<file path="src/rtl/vdp_host_pkg.sv">
// Shared types and helpers for the VDP host bus responder.
package vdp_host_pkg;

  localparam int unsigned ENTRY_ADDR_W = 16;
  localparam logic [5:0]  STATUS_PREFIX = 6'b011101;

  typedef enum logic [1:0] {
    PORT_DATA = 2'd0,
    PORT_CTRL = 2'd1,
    PORT_HV   = 2'd2,
    PORT_NONE = 2'd3
  } port_sel_e;

  typedef enum logic [2:0] {
    IDLE  = 3'd0,
    WFULL = 3'd1,
    DRAIN = 3'd2,
    READ  = 3'd3,
    ACK   = 3'd4
  } state_e;

  typedef struct packed {
    logic [3:0]              code;
    logic [ENTRY_ADDR_W-1:0] addr;
    logic [15:0]             data;
  } fifo_entry_t;

  function automatic port_sel_e decode_port(input logic [2:0] sel);
    case (sel)
      3'd0:    return PORT_DATA;
      3'd1:    return PORT_CTRL;
      3'd2:    return PORT_HV;
      default: return PORT_NONE;
    endcase
  endfunction

  // A single active byte lane is mirrored into both halves of the word.
  function automatic logic [15:0] byte_lane_data(input logic [15:0] di,
                                                 input logic uds_n,
                                                 input logic lds_n);
    if (!uds_n && lds_n)      return {di[15:8], di[15:8]};
    else if (uds_n && !lds_n) return {di[7:0], di[7:0]};
    else                      return di;
  endfunction

endpackage

</file>
<file path="src/rtl/vdp_host_fifo.sv">
// Write FIFO carrying data-port writes toward the VRAM engine.
module vdp_host_fifo
  import vdp_host_pkg::*;
#(
  parameter int unsigned FIFO_DEPTH = 4
) (
  input  logic        clk,
  input  logic        rst,
  input  logic        push,
  input  fifo_entry_t push_entry,
  input  logic        pop,
  output fifo_entry_t head,
  output logic        full,
  output logic        empty
);

  localparam int unsigned PTR_W = $clog2(FIFO_DEPTH);
  localparam logic [PTR_W:0] PTR_ONE = (PTR_W+1)'(1);

  fifo_entry_t      mem [FIFO_DEPTH];
  logic [PTR_W:0]   wr_ptr;
  logic [PTR_W:0]   rd_ptr;

  // Extra pointer bit distinguishes full from empty when the indices match.
  assign empty = (wr_ptr == rd_ptr);
  assign full  = (wr_ptr[PTR_W] != rd_ptr[PTR_W]) &&
                 (wr_ptr[PTR_W-1:0] == rd_ptr[PTR_W-1:0]);
  assign head  = mem[rd_ptr[PTR_W-1:0]];

  always_ff @(posedge clk or posedge rst) begin
    if (rst) begin
      wr_ptr <= '0;
      rd_ptr <= '0;
    end else begin
      if (push && !full) wr_ptr <= wr_ptr + PTR_ONE;
      if (pop && !empty) rd_ptr <= rd_ptr + PTR_ONE;
    end
  end

  always_ff @(posedge clk) begin
    if (push && !full) mem[wr_ptr[PTR_W-1:0]] <= push_entry;
  end

endmodule

</file>
<file path="src/rtl/vdp_host_port.sv">
// VDP host bus responder: data/control/HV port decode, command assembly, write FIFO, read handshake.
// Optional byte-lane writes on the data port when HOST_PORT_BYTE_EN is defined.
module vdp_host_port
  import vdp_host_pkg::*;
#(
  parameter int unsigned FIFO_DEPTH = 4,
  parameter int unsigned ADDR_W     = ENTRY_ADDR_W
) (
  input  logic              CLK,
  input  logic              RST,
  input  logic              SEL,
  input  logic              RNW,
  input  logic [4:0]        A,
  input  logic [15:0]       DI,
  output logic [15:0]       DO,
  output logic              DTACK_N,
  input  logic [15:0]       HV,
  input  logic [7:0]        STATUS,
  input  logic [7:0]        AUTOINC,
  output logic              REG_WE,
  output logic [4:0]        REG_NUM,
  output logic [7:0]        REG_DATA,
  output logic              FIFO_VALID,
  input  logic              FIFO_READY,
  output logic [3:0]        FIFO_CODE,
  output logic [ADDR_W-1:0] FIFO_ADDR,
  output logic [15:0]       FIFO_DATA,
  output logic              RD_REQ,
  output logic [3:0]        RD_CODE,
  output logic [ADDR_W-1:0] RD_ADDR,
  input  logic              RD_ACK,
  input  logic [15:0]       RD_DATA
`ifdef HOST_PORT_BYTE_EN
  ,
  input  logic              UDS_N,
  input  logic              LDS_N
`endif
);

  state_e            state;
  logic [5:0]        code;
  logic [ADDR_W-1:0] addr;
  logic              pending;
  logic [15:0]       wdata_q;

  port_sel_e         port_c;
  logic [15:0]       wdata_c;
  logic [ADDR_W-1:0] inc_c;
  logic              data_wr_c;
  logic              push_c;
  logic              pop_c;
  logic              fifo_full;
  logic              fifo_empty;
  fifo_entry_t       push_entry_c;
  fifo_entry_t       head_c;
  logic              unused_c;

  assign port_c = decode_port(A[4:2]);
  assign inc_c  = ADDR_W'(AUTOINC);

`ifdef HOST_PORT_BYTE_EN
  assign wdata_c = byte_lane_data(DI, UDS_N, LDS_N);
`else
  assign wdata_c = DI;
`endif

  // Pushes happen straight from IDLE when there is room, otherwise from WFULL with the latched word.
  assign data_wr_c = (state == IDLE) && SEL && !RNW && (port_c == PORT_DATA);
  assign push_c    = !fifo_full && (data_wr_c || (state == WFULL));
  assign pop_c     = !fifo_empty && FIFO_READY;

  assign push_entry_c.code = code[3:0];
  assign push_entry_c.addr = ENTRY_ADDR_W'(addr);
  assign push_entry_c.data = (state == WFULL) ? wdata_q : wdata_c;

  vdp_host_fifo #(
    .FIFO_DEPTH (FIFO_DEPTH)
  ) u_fifo (
    .clk        (CLK),
    .rst        (RST),
    .push       (push_c),
    .push_entry (push_entry_c),
    .pop        (pop_c),
    .head       (head_c),
    .full       (fifo_full),
    .empty      (fifo_empty)
  );

  assign FIFO_VALID = !fifo_empty;
  assign FIFO_CODE  = head_c.code;
  assign FIFO_ADDR  = ADDR_W'(head_c.addr);
  assign FIFO_DATA  = head_c.data;

  assign unused_c = ^{code[5:4], A[1:0]};

  always_ff @(posedge CLK or posedge RST) begin
    if (RST) begin
      state    <= IDLE;
      code     <= '0;
      addr     <= '0;
      pending  <= 1'b0;
      wdata_q  <= '0;
      DO       <= '0;
      DTACK_N  <= 1'b1;
      REG_WE   <= 1'b0;
      REG_NUM  <= '0;
      REG_DATA <= '0;
      RD_REQ   <= 1'b0;
      RD_CODE  <= '0;
      RD_ADDR  <= '0;
    end else begin
      REG_WE <= 1'b0;
      case (state)
        IDLE: begin
          if (SEL) begin
            case (port_c)
              PORT_CTRL: begin
                if (RNW) begin
                  DO      <= {STATUS_PREFIX, fifo_empty, fifo_full, STATUS};
                  pending <= 1'b0;
                end else if (!pending && (DI[15:14] == 2'b10)) begin
                  REG_WE   <= 1'b1;
                  REG_NUM  <= DI[12:8];
                  REG_DATA <= DI[7:0];
                end else if (!pending) begin
                  code[1:0]  <= DI[15:14];
                  addr[13:0] <= DI[13:0];
                  pending    <= 1'b1;
                end else begin
                  code[5:2]   <= DI[7:4];
                  addr[15:14] <= DI[1:0];
                  pending     <= 1'b0;
                end
                state <= ACK;
              end
              PORT_HV: begin
                if (RNW) DO <= HV;
                state <= ACK;
              end
              PORT_DATA: begin
                pending <= 1'b0;
                if (RNW) begin
                  state <= DRAIN;
                end else if (!fifo_full) begin
                  addr  <= addr + inc_c;
                  state <= ACK;
                end else begin
                  wdata_q <= wdata_c;
                  state   <= WFULL;
                end
              end
              default: begin
                if (RNW) DO <= 16'hFFFF;
                state <= ACK;
              end
            endcase
          end
        end
        WFULL: begin
          if (!fifo_full) begin
            addr  <= addr + inc_c;
            state <= ACK;
          end
        end
        // Reads must observe every earlier write, so wait for the FIFO to empty.
        DRAIN: begin
          if (fifo_empty) begin
            RD_REQ  <= 1'b1;
            RD_CODE <= code[3:0];
            RD_ADDR <= addr;
            state   <= READ;
          end
        end
        READ: begin
          if (RD_ACK) begin
            DO     <= RD_DATA;
            RD_REQ <= 1'b0;
            addr   <= addr + inc_c;
            state  <= ACK;
          end
        end
        ACK: begin
          if (SEL) begin
            DTACK_N <= 1'b0;
          end else begin
            DTACK_N <= 1'b1;
            state   <= IDLE;
          end
        end
        default: state <= IDLE;
      endcase
    end
  end

endmodule
</file>
<file path="config.mk">
export PLATFORM = sky130hd
export DESIGN_NAME = vdp_host_port
export DESIGN_NICKNAME = d
export VERILOG_FILES = /design/src/rtl/vdp_host_pkg.sv /design/src/rtl/vdp_host_fifo.sv /design/src/rtl/vdp_host_port.sv
export SDC_FILE = /design/constraint.sdc
export NUM_CORES = 1
export LEC_CHECK = 0
export CAP_MARGIN = 10
export CORE_MARGIN = 5
export CORE_UTILIZATION = 49
export DETAILED_ROUTE_END_ITERATION = 16
export GPL_ROUTABILITY_DRIVEN = 0
export PLACE_DENSITY = 0.76
export SYNTH_ARGS = -nofsm -noshare
export SYNTH_HDL_FRONTEND = slang
export SYNTH_SLANG_ARGS = --single-unit
</file>
<file path="constraint.sdc">
create_clock -name CLK -period 2.8 [get_ports CLK]
set_input_delay 0.42 -clock CLK [delete_from_list [all_inputs] [get_ports CLK]]
set_output_delay 0.42 -clock CLK [all_outputs]
set_load 0.05 [all_outputs]
</file>
======== Word-level counts from Yosys, hierarchy flattened ========
Memory sizes are Yosys's and may differ from the RTL's.
Index checks and enable logic that the tools add are counted.
cells by class
  equal/unequal tests ..................... 26
  bitwise operators ....................... 3
  $add $sub $neg .......................... 3
  reduce and logical (&&, ||, !) cells .... 32
  multiplexer cells ....................... 43
operators by type and width
  cell                                                 number
  two-way mux 16 bit                                   12
  one-hot mux 16 bit (3 select lines)                  2
  one-hot mux 16 bit (2 select lines)                  2
  two-way mux 3 bit                                    8
  AND reduction 5 bit                                  4
  != test 3 bit, second input constant                 6
  adder 16 x 8 -> 16 bit                               1
  AND reduction 8 bit                                  2
  one-hot mux 3 bit (5 select lines)                   1
  two-way mux 14 bit                                   1
  != test 2 bit, second input constant                 7
  two-way mux 1 bit                                    13
  AND reduction 6 bit                                  2
  equality test 3 x 2 -> 1 bit, second input constant  3
  logical AND 1 bit                                    9
  adder 3 x 1 -> 3 bit, second input constant          2
  equality test 3 x 1 -> 1 bit, second input constant  2
  logical NOT 3 bit                                    2
  one-hot mux 2 bit (3 select lines)                   1
  nonzero test 2 bit                                   3
  equality test 2 bit, second input constant           2
  logical NOT 1 bit                                    4
  one-hot mux 1 bit (2 select lines)                   2
  AND reduction 4 bit                                  1
  13 further kinds                                     15
storage, ports and cells
  memories kept ........................... 1
  bits in registers ....................... 98
  output and inout port bits .............. 89
  word-level logic and storage cells ...... 125
  bits in writable memories ............... 144
memory list
  name        depth  bits a word  rd ports  clocked after Yosys merged registers in  write ports  line                 source
  u_fifo.mem  4      36           1         0                                        1            vdp_host_fifo.sv:20  fifo_entry_t mem [FIFO_DEPTH];

======== Depth between registers and ports, before layout ========
Gate-level depths: netlist of run 1.
  depth in word-level cells ............... 9
  mapped depth ............................ 10
  gate-level depth less buffers ........... 8

======== Cells and area by module ========
From an unflattened synthesis of run 1, not the netlist that was laid out.
second synthesis, totals
  cell total of the unflattened synthesis .. 765
  area, all modules ....................... 10934.2 µm²
modules (own cells, without submodules)
  module         seq. area each (µm²)  area each (µm²)  times used  cells each
  vdp_host_fifo  4474.3                5672.9           1           238
  vdp_host_port  2303.5                5261.3           1           527

======== Worst setup path after synthesis of run 1 ========
No wires, ideal clock.
  path type ............................... register to register
  start point ............................. register state[1]
  end point ............................... memory u_fifo.mem[3][0] (netlist bit) (enable)
  stages on the path, launching flop included .. 6
  buffers on the path ..................... 1
  path slack .............................. 222 ps
  arrival ................................. 2180 ps
  cell sequence ........................... dfrtp_1 -> buf_4 -> nor3b_4 -> a31oi_1 -> nor2_1 -> and2_1
on the way
  longest elaborated chain between the ends .. 9
  elaborated cells on any way between the ends .. 10
RTL lines
  item                                       line                  source
  start: declaration                         vdp_host_port.sv:40   state_e state;
  start signal: assignment                   vdp_host_port.sv:98   state <= IDLE;
  start signal: assignment                   vdp_host_port.sv:134  state <= ACK;
  start signal: assignment                   vdp_host_port.sv:138  state <= ACK;
  logical NOT 3 bit                          vdp_host_port.sv:68   assign data_wr_c = (state == IDLE) && SEL && !RNW && (port_c == PORT_DATA);
  logical AND 1 bit (3 in series)            vdp_host_port.sv:68
  logical OR 1 bit *                         vdp_host_port.sv:69   assign push_c = !fifo_full && (data_wr_c || (state == WFULL));
  logical AND 1 bit *                        vdp_host_port.sv:69
  logical AND 1 bit *                        vdp_host_fifo.sv:41   if (push && !full) mem[wr_ptr[PTR_W-1:0]] <= push_entry;
  two-way mux 1 bit *                        vdp_host_fifo.sv:41
  two-way mux 1 bit (implied by the code) *  vdp_host_fifo.sv:41
  end: declaration                           vdp_host_fifo.sv:20
Every way passes the cells marked *; elsewhere a longest branch is shown, timed or not.

======== Worst setup path after layout of run 1 ========
  start point ............................. register u_fifo.rd_ptr[0]
  end point ............................... output FIFO_ADDR[5]
on the way
  longest elaborated chain between the ends .. 1
RTL lines
  item                      line                 source
  start: declaration        vdp_host_fifo.sv:22  logic [PTR_W:0] rd_ptr;
  start signal: assignment  vdp_host_fifo.sv:36  if (pop && !empty) rd_ptr <= rd_ptr + PTR_ONE;
  memory read (4 x 36 bit)  n/a
  end: declaration          vdp_host_port.sv:26  output logic [ADDR_W-1:0] FIFO_ADDR,
Every way passes these cells.

==> results of run 1 <==
==> Yosys cell counts, drive strengths merged (3+ instances only) <==
library cell | number | share of area
mux2 | 67 | 0.075
edfxtp | 144 | 0.41
clkbuf | 14 | 0.0049
and3 | 3 | 0.0018
a21oi | 17 | 0.0080
a32oi | 3 | 0.0025
o2bb2ai | 9 | 0.0074
mux4 | 36 | 0.076
a22oi | 7 | 0.0049
o211ai | 8 | 0.0066
a31oi | 5 | 0.0029
inv | 14 | 0.0049
o21ai | 40 | 0.019
nor2 | 23 | 0.0086
a211oi | 6 | 0.0042
nand3 | 11 | 0.0056
nand2b | 6 | 0.0042
nor3 | 4 | 0.0045
buf | 21 | 0.014
and2 | 8 | 0.0047
xor2 | 7 | 0.0057
o21bai | 3 | 0.0021
ha | 15 | 0.018
xnor2 | 9 | 0.0081
a21o | 7 | 0.0049
dfrtp | 97 | 0.23
nand2 | 51 | 0.019
nand4 | 6 | 0.0035
a221oi | 11 | 0.011
==> final cells by class <==
cell class | count | area, um2
Tap cell | 280 | 350
Clock inverter | 11 | 140
Sequential cell | 242 | 6780
Multi-Input combinational cell | 402 | 3650
Clock buffer | 34 | 679
Timing Repair Buffer | 200 | 2390
Fill cell | 1566 | 7580
Inverter | 14 | 56.3
==> layout by cell type (no fill, tap or decap), types with 7 or more instances in the layout <==
cell type        instances
o2bb2ai_1                9
clkbuf_1                 7
a221oi_1                10
clkbuf_16               25
xor2_1                   7
buf_4                   30
a21oi_1                 17
and2_1                   7
a21o_1                   7
buf_12                  46
ha_1                    15
nor2_1                  21
inv_1                   12
mux2_4                  11
mux4_2                  36
mux2_2                  51
xnor2_1                  8
edfxtp_1               144
nand3_1                 10
a22oi_1                  7
clkdlybuf4s50_1        124
o21ai_0                 38
nand2_1                 48
dfrtp_1                 96
==> sequential cells by signal, summed over array words and instances, names as in the netlist, 4 cells and up <==
signal	count
wdata_q	16
RD_CODE	4
REG_NUM	5
RD_ADDR	16
code	4
addr	16
REG_DATA	8
DO	16
u_fifo.mem	144
==> cell families after synthesis <==
logic type | after synthesis | share of synthesized area
DFF | 242 | 0.635
AOI/OAI and AO/OA | 140 | 0.0926
and+or+nand+nor | 125 | 0.0628
muxes | 105 | 0.152
buffers and inverters | 49 | 0.0238
xor gates and xnor gates | 16 | 0.0138
adders and majority gates | 16 | 0.0195
==> where the power goes <==
part / internal, mW / switching (mW)
logic: 2.90 / 3.74
clock network: 1.98 / 1.30
registers: 4.51 / 0.629
==> critical path, cell delays in order (launching register included) <==
cell	delay [ns]
dfrtp_2	0.41
buf_4	0.42
mux4_2	0.62
buf_12	0.18
==> routing by layer <==
| metal | GRT usage | part of all wire | vias to the layer above |
|---|---|---|---|
| met5 | 0 | 0 | - |
| met4 | 0.0553 | 0.027 | 0 |
| met3 | 0.0435 | 0.083 | 42 |
| met2 | 0.342 | 0.49 | 272 |
| met1 | 0.270 | 0.40 | 3408 |
| li1 | - | - | 3085 |
==> worst max-delay path by stage <==
stage / startpoint / endpoint / slack [ns]
4_1_cts: u_fifo.rd_ptr[0] / FIFO_ADDR[11] / 0.19
3_3_place_gp: AUTOINC[0] / addr[8] / 0.02
3_5_place_dp: AUTOINC[0] / addr[8] / 0.03
5_1_grt: u_fifo.rd_ptr[0] / FIFO_ADDR[11] / 0.11
2_1_floorplan: state[1] / u_fifo.mem[3][0] / 0.22
6_report: u_fifo.rd_ptr[0] / FIFO_ADDR[5] / 0.23
==> through the flow <==
stage,hold slack [ns],instances,util,cell area [um2]
3_5_place_dp,0.469,1138,0.611,13200
2_1_floorplan,0.474,693,-,10700
6_report,0.386,1183,0.649,14000
3_3_place_gp,0.461,1138,0.611,13200
5_1_grt,0.474,1183,0.649,14000
4_1_cts,0.459,1183,0.649,14000
==> out/qor.yml, run 1 <==
arrival_ns: 2.15
tritoncts: "done"
max_freq_mhz: 389
cellLeakagePower_nw: 5.48
clkTransAtPathRegs_ns: 0.06
clkSinkCount: 242
reg2reg_to: "addr[9]"
die-area_um2: 24800
ys_types: 81
cts_max_level: 1
hp-class: "in2async"
clk_latency_ns: 0.51
wl_per_cell_um: 21.1
vias: 6807
dp_slack_ns: 0.0297
synth.yosys.warnings: 0
viasPerCell: 5.75
ys_seq_elements: 242
insertedDiodeCount: 0
antenna_found_initial: 0
start_util: 0.494
period_minus_slack_ns: 2.57
clockBufferDepth: 3
syn_nets: 784
startpoint_type: "flop"
finalCritPeriodShare: 0.917
cts_root_buf: "clkbuf_16"
skew_ns: 0.00941
holdBufCountCts: 0
relSlewSlack: 0.557
chipHeight_um: 158
r2r_start: "addr[7]"
setup_viol: 0
cts_buffers: 25
core_um2: 21600
p_per_area_nw_per_um2: 1070
cap_violations: 0
drt_wl_total_um: 24900
reg2reg_depth: 6
io_buffers: 161
peakVddDrop_mv: 0.643
path_max_fanout: 21
critPathRequiredTime_ns: 2.38
firstDrtPassIters: 5
synthArstFlopShare: 0.405
cts-resized-gates: 0
slew_violations: 0
power_mw: 15.0
rows: 54
grt_pass1_vias: 7074
tightestPinTransition_ns: 0.664
grt_pass1_wl_um: 39200
r2r_slack_ns: 0.39
die_w_um: 158
synth_edf_count: 144
yosysSeqAreaShare: 0.635
nNetsFinal: 976
synthFlopType: "edfxtp_1"
hold_violations: 0
fin_setup_tns_ns: 0
drt_iter0_drc: 337
cts_setup_buffers: 0
area_growth_pct: 31.5
end_kind: "output port"
postSynthAreaPerCell_um2: 15.4
dpl.hpwl_um: 16800
ant_nets: 0
critPathKind: "reg2out"
post-route-drc-count: 0
global_route.overflow_total: 0
num_io_pins: 164
grt_use_total: 0.203
synthCells: 693
syn_area_um2: 10700
grt_start_max_net_pins: 99
status: "finished, final reports clean"
rsz0062_at_grt: "false"
drive_gt1_frac: 0.258
fin_ws_ns: 0.232
Note: power is estimated with default switching activity, not from simulation.
==> run 2, diff against run 1 <==
--- a/config.mk
+++ b/config.mk
@@ -5,12 +5,13 @@
 export SDC_FILE = /design/constraint.sdc
 export NUM_CORES = 1
 export LEC_CHECK = 0
+export ABC_CLOCK_PERIOD_IN_PS = 2800
 export CAP_MARGIN = 10
 export CORE_MARGIN = 5
-export CORE_UTILIZATION = 49
+export CORE_UTILIZATION = 35
 export DETAILED_ROUTE_END_ITERATION = 16
 export GPL_ROUTABILITY_DRIVEN = 0
-export PLACE_DENSITY = 0.76
+export PLACE_DENSITY = 0.58
 export SYNTH_ARGS = -nofsm -noshare
 export SYNTH_HDL_FRONTEND = slang
 export SYNTH_SLANG_ARGS = --single-unit
==> run 2 against run 1 <==
Against the previous run:
- non-clock buffer count increased by 7
- sequential cell count unchanged
- utilization decreased by 20 points
- final cell count increased by 11%
==> out/qor.yml, run 2 (synthesis gave the netlist of run 1 again) <==
wl_per_cell_um: 20.0
cts_root_buf: "clkbuf_16"
slew_violations: 0
cts-resized-gates: 0
tritoncts: "done"
die-area_um2: 34100
critPathRequiredTime_ns: 2.38
start_util: 0.352
drt_iter0_drc: 399
skew_ns: 0.0127
end_kind: "output port"
global_route.overflow_total: 0
peakVddDrop_mv: 0.439
hold_violations: 0
dp.cells: 1261
clkTransAtPathRegs_ns: 0.06
antenna_found_initial: 0
core_um2: 30300
max_freq_mhz: 387
crit_family: "multiplexers"
hp-class: "in2async"
critPathKind: "reg2out"
nNetsFinal: 985
grt_pass1_vias: 7130
largest_reg_flops: 144
seqCellArea_um2: 6780
crit_chain: "buf_4 -> mux4_2 -> buf_4"
drt_wl_total_um: 26100
finalCritPeriodShare: 0.923
cts_max_level: 1
setup_viol: 0
layout_commonest_cell: "edfxtp_1"
holdBufCountCts: 0
layout_common_cells: "144 x edfxtp_1, 124 x clkdlybuf4s50_1, 95 x dfrtp_1"
grt_use_total: 0.155
cpPeakStageDelay_ns: 0.60
nFillCells: 2717
r2r_start: "addr[0]"
cellLeakagePower_nw: 5.35
path_buf_inv: 2
io_buffers: 161
num_io_pins: 164
clockBufferDepth: 3
period_minus_slack_ns: 2.58
dpl.hpwl_um: 18400
viasPerCell: 5.10
clk_latency_ns: 0.52
multiInputGateArea_um2: 3650
rows: 64
post-route-drc-count: 0
cts_buffers: 27
grt_pass1_wl_um: 41400
die_w_um: 185
chipHeight_um: 185
cts_setup_buffers: 0
cp-startpoint: "u_fifo.rd_ptr[0]"
clkSinkCount: 242
cap_violations: 0
insertedDiodeCount: 0
rsz0062_at_grt: "false"
path_max_fanout: 18
top_layer_used: "met4"
status: "finished, final reports clean"
drive_gt1_frac: 0.272
routed-wl-met3_um: 2010
fin_setup_tns_ns: 0
arrival_ns: 2.16
area_growth_pct: 29.1
critPathMostFrequentCell: "buf_4"
wl_met1_um: 11000
p_per_area_nw_per_um2: 1020
firstDrtPassIters: 4
fin_cells: 1310
cp_slowest_cell: "mux4_2"
relSlewSlack: 0.542
grt_start_max_net_pins: 36
tightestPinTransition_ns: 0.686
vias: 6683
startpoint_type: "flop"
dr_wl_met2_um: 12700
ant_nets: 0
-- run 2: where the power goes --
| part | switching, mW | internal, mW |
|---|---|---|
| Sequential | 0.608 | 4.51 |
| Clock | 1.39 | 1.77 |
| Combinational | 3.57 | 2.20 |
-- run 2: metrics by stage --
| step | total power [mW] | setup slack [ns] | util | area, um2 | hold WS, ns |
|---|---|---|---|---|---|
| after floorplan | 9.11 | 0.222 | - | 10700 | 0.474 |
| after global placement | 11.0 | -0.0257 | 0.428 | 13000 | 0.460 |
| after detailed placement | 11.0 | 0.0548 | 0.428 | 13000 | 0.472 |
| after CTS | 14.3 | 0.139 | 0.454 | 13800 | 0.371 |
| after global routing | 14.8 | 0.0968 | 0.454 | 13800 | 0.402 |
| final | 14.0 | 0.217 | 0.454 | 13800 | 0.363 |
-- run 2: layer usage --
metal,up-vias,GRT usage
met5,-,0
li1,3107,-
met2,205,0.261
met3,31,0.0403
met4,0,0.0329
met1,3340,0.204
-- run 2: path summary, 6_finish.rpt --
path / end / slack [ns] / cells after the start
worst max register to register: addr[8] / 0.44 / 8
worst max-delay path: FIFO_DATA[15] / 0.22 / 3
min in group CLK: DO[11] / 0.48 / 1
worst min register to register: DO[11] / 0.48 / 1
max in group asynchronous: DO[15] / 1.82 / 3
worst min-delay path: state[1] / 0.36 / 2
-- run 2: area by class of cell --
cell class / instances / area share
flip-flops and latches: 242 / 0.492
multi-input cells: 402 / 0.265
repair buffers: 207 / 0.145
clock buffers: 30 / 0.0499
well taps: 396 / 0.0360
clock inverters: 19 / 0.00763
inverters: 14 / 0.00409
==> run 3, diff against run 2 <==
--- a/config.mk
+++ b/config.mk
@@ -5,6 +5,7 @@
 export SDC_FILE = /design/constraint.sdc
 export NUM_CORES = 1
 export LEC_CHECK = 0
+export ABC_AREA = 1
 export ABC_CLOCK_PERIOD_IN_PS = 2800
 export CAP_MARGIN = 10
 export CORE_MARGIN = 5
==> run 3 against run 2 <==
Against the previous run:
- clock power up 4%
- critical path type unchanged
- worst hold slack better by 0.025 ns
- worst setup slack got worse by 0.043 ns
- highest routed layer is now met5
- power increased by 25%
- clock-buffer cell count grew 6
- final cell count grew 33%
- sequential share of layout area fell by 2.6 points
- critical path depth up 2
==> out/qor.yml, run 3 <==
reg2reg_depth: 13
rows: 65
clockBufferDepth: 3
power_mw: 17.6
path_max_fanout: 38
viasPerCell: 5.01
peakVddDrop_mv: 0.529
global_route.overflow_total: 0
r2r_start: "addr[0]"
p_per_area_nw_per_um2: 1210
yosysSeqAreaShare: 0.612
ant_nets: 0
hp-class: "in2async"
ys_top_cells_by_count: "231 x nand2_1, 156 x o21ai_0, 144 x edfxtp_1"
arrival_ns: 2.21
wl_per_cell_um: 17.7
grt_pass1_vias: 8717
num_io_pins: 164
end_kind: "output port"
largest_reg_flops: 144
syn_nets: 1241
syn_area_um2: 11100
r2r_slack_ns: 0.59
finalCritPeriodShare: 0.938
p_switching_mw: 7.75
area_growth_pct: 31.3
core_um2: 31400
nFillCells: 2962
critPathRequiredTime_ns: 2.38
period_minus_slack_ns: 2.63
synth_edf_count: 144
cts_setup_buffers: 0
cts_root_buf: "clkbuf_16"
top_layer_used: "met5"
grt_pass1_wl_um: 49000
dpl.hpwl_um: 21500
cellLeakagePower_nw: 5.85
synthArstFlopShare: 0.405
vias: 8728
switching_share: 0.441
chipHeight_um: 188
firstDrtPassIters: 5
drt_iter0_drc: 653
seqPwrFrac: 0.302
yosysMostFrequentCell: "nand2_1"
dr_wl_met2_um: 13800
reg2reg_to: "addr[8]"
grt_use_total: 0.173
p_int_mw: 9.82
grt_start_max_net_pins: 99
rsz0062_at_grt: "false"
relSlewSlack: 0.449
ys_types: 42
synth.yosys.warnings: 0
clkTransAtPathRegs_ns: 0.06
die_w_um: 188
hold_violations: 0
layout_common_cells: "231 x nand2_1, 156 x o21ai_0, 144 x edfxtp_1"
status: "finished, final reports clean"
synth_area_leaders: "edfxtp_1 39%, dfrtp_1 22%, nand2_1 7.8%, o21ai_0 7.0%, nor2_1 4.6%"
routed-wl-met3_um: 2540
slew_violations: 0
nNetsFinal: 1411
p_clk_frac: 0.188
clk_latency_ns: 0.53
insertedDiodeCount: 0
start_util: 0.353
wl_met1_um: 13700
drive_gt1_frac: 0.107
startpoint_type: "flop"
tritoncts: "done"
skew_ns: 0.00743
yosys.area.top_type_share: 0.390
io_buffers: 161
tightestPinTransition_ns: 0.818
synthCells: 1150
max_freq_mhz: 381
setup_viol: 0
synth_top_cell_by_area: "edfxtp_1"
cts_max_level: 1
fin_setup_tns_ns: 0
ys_seq_elements: 242
synthFlopType: "edfxtp_1"
cts-resized-gates: 0
die-area_um2: 35300
drt_wl_total_um: 30800
cts_buffers: 27
postSynthAreaPerCell_um2: 9.64
antenna_found_initial: 1
holdBufCountCts: 0
cap_violations: 0
layout_commonest_cell: "nand2_1"
critPathKind: "reg2out"
clkSinkCount: 242
post-route-drc-count: 0
power.share.combinational: 0.510
-- run 3: cell count changes in the layout (fill, tap and decap cells not counted), sizes merged, moves of 11 or more --
cell and delta:
inv +86, mux2 -67, nand2 +185, nor2 +119, buf -12, o22ai +37, nand3 +69, mux4 -36
o21ai +119, a31oi +11, a221oi -11
-- run 3: stage by stage --
stage / setup WS, ns / cell area [um2] / hold WS, ns / cells / util
final: 0.173 / 14500 / 0.388 / 1743 / 0.463
after CTS: 0.144 / 14500 / 0.417 / 1743 / 0.463
after global routing: 0.0629 / 14500 / 0.452 / 1743 / 0.463
after detailed placement: 0.0528 / 13700 / 0.470 / 1693 / 0.437
after floorplan: -0.277 / 11100 / 0.453 / 1150 / -
after global placement: 0.107 / 13700 / 0.467 / 1693 / 0.437
-- run 3: worst max-delay path by stage --
stage	from	cells after the start	end
detailed placement	A[4]	15	addr[12]
global route	u_fifo.rd_ptr[0]	5	FIFO_DATA[9]
global placement	A[4]	16	addr[9]
floorplan	state[1]	7	u_fifo.mem[0][0]
finish	u_fifo.rd_ptr[0]	5	FIFO_ADDR[2]
CTS	u_fifo.rd_ptr[0]	5	FIFO_ADDR[2]
-- run 3: routing by layer --
metal	track usage	up-vias
met3	0.0486	45
li1	-	4272
met5	0	-
met4	0.0505	2
met1	0.234	4132
met2	0.273	277
-- run 3: critical path, cell delays in order, from the launching register on --
cell and delay (ns):
dfrtp_2 0.44, inv_2 0.29, buf_12 0.24, o21ai_0 0.11, o22ai_1 0.37, buf_12 0.20
-- run 3: logic make-up (layout without fill, tap and decap cells) --
| logic type | count (synthesis) | after routing | share of synthesized area |
|---|---|---|---|
| XOR/XNOR | 13 | 13 | 0.0103 |
| flip-flops | 242 | 242 | 0.612 |
| AND/OR/NAND/NOR | 481 | 481 | 0.182 |
| AO/OA/AOI/OAI | 243 | 243 | 0.122 |
| buffers and inverters | 155 | 346 | 0.0553 |
| adder cells (fa/ha/maj) | 16 | 16 | 0.0187 |
-- run 3: power groups by stage --
stage | Clock (mW) | Sequential [mW] | Combinational (mW)
floorplan | 0 | 6.04 | 4.51
global placement | 0 | 5.33 | 8.94
finish | 3.30 | 5.30 | 8.97
detailed placement | 0 | 5.35 | 9.02
CTS | 3.36 | 5.30 | 9.04
global route | 3.51 | 5.40 | 9.66
-- run 3: layout make-up --
| class | count | area, um2 | area share |
|---|---|---|---|
| flip-flops and latches | 242 | 6780 | 0.466 |
| multi-input cells | 753 | 3720 | 0.256 |
| repair buffers | 195 | 2320 | 0.160 |
| clock buffers | 36 | 749 | 0.0515 |
| well taps | 402 | 503 | 0.0346 |
| inverters | 101 | 383 | 0.0263 |
| clock inverters | 14 | 83.8 | 0.00576 |
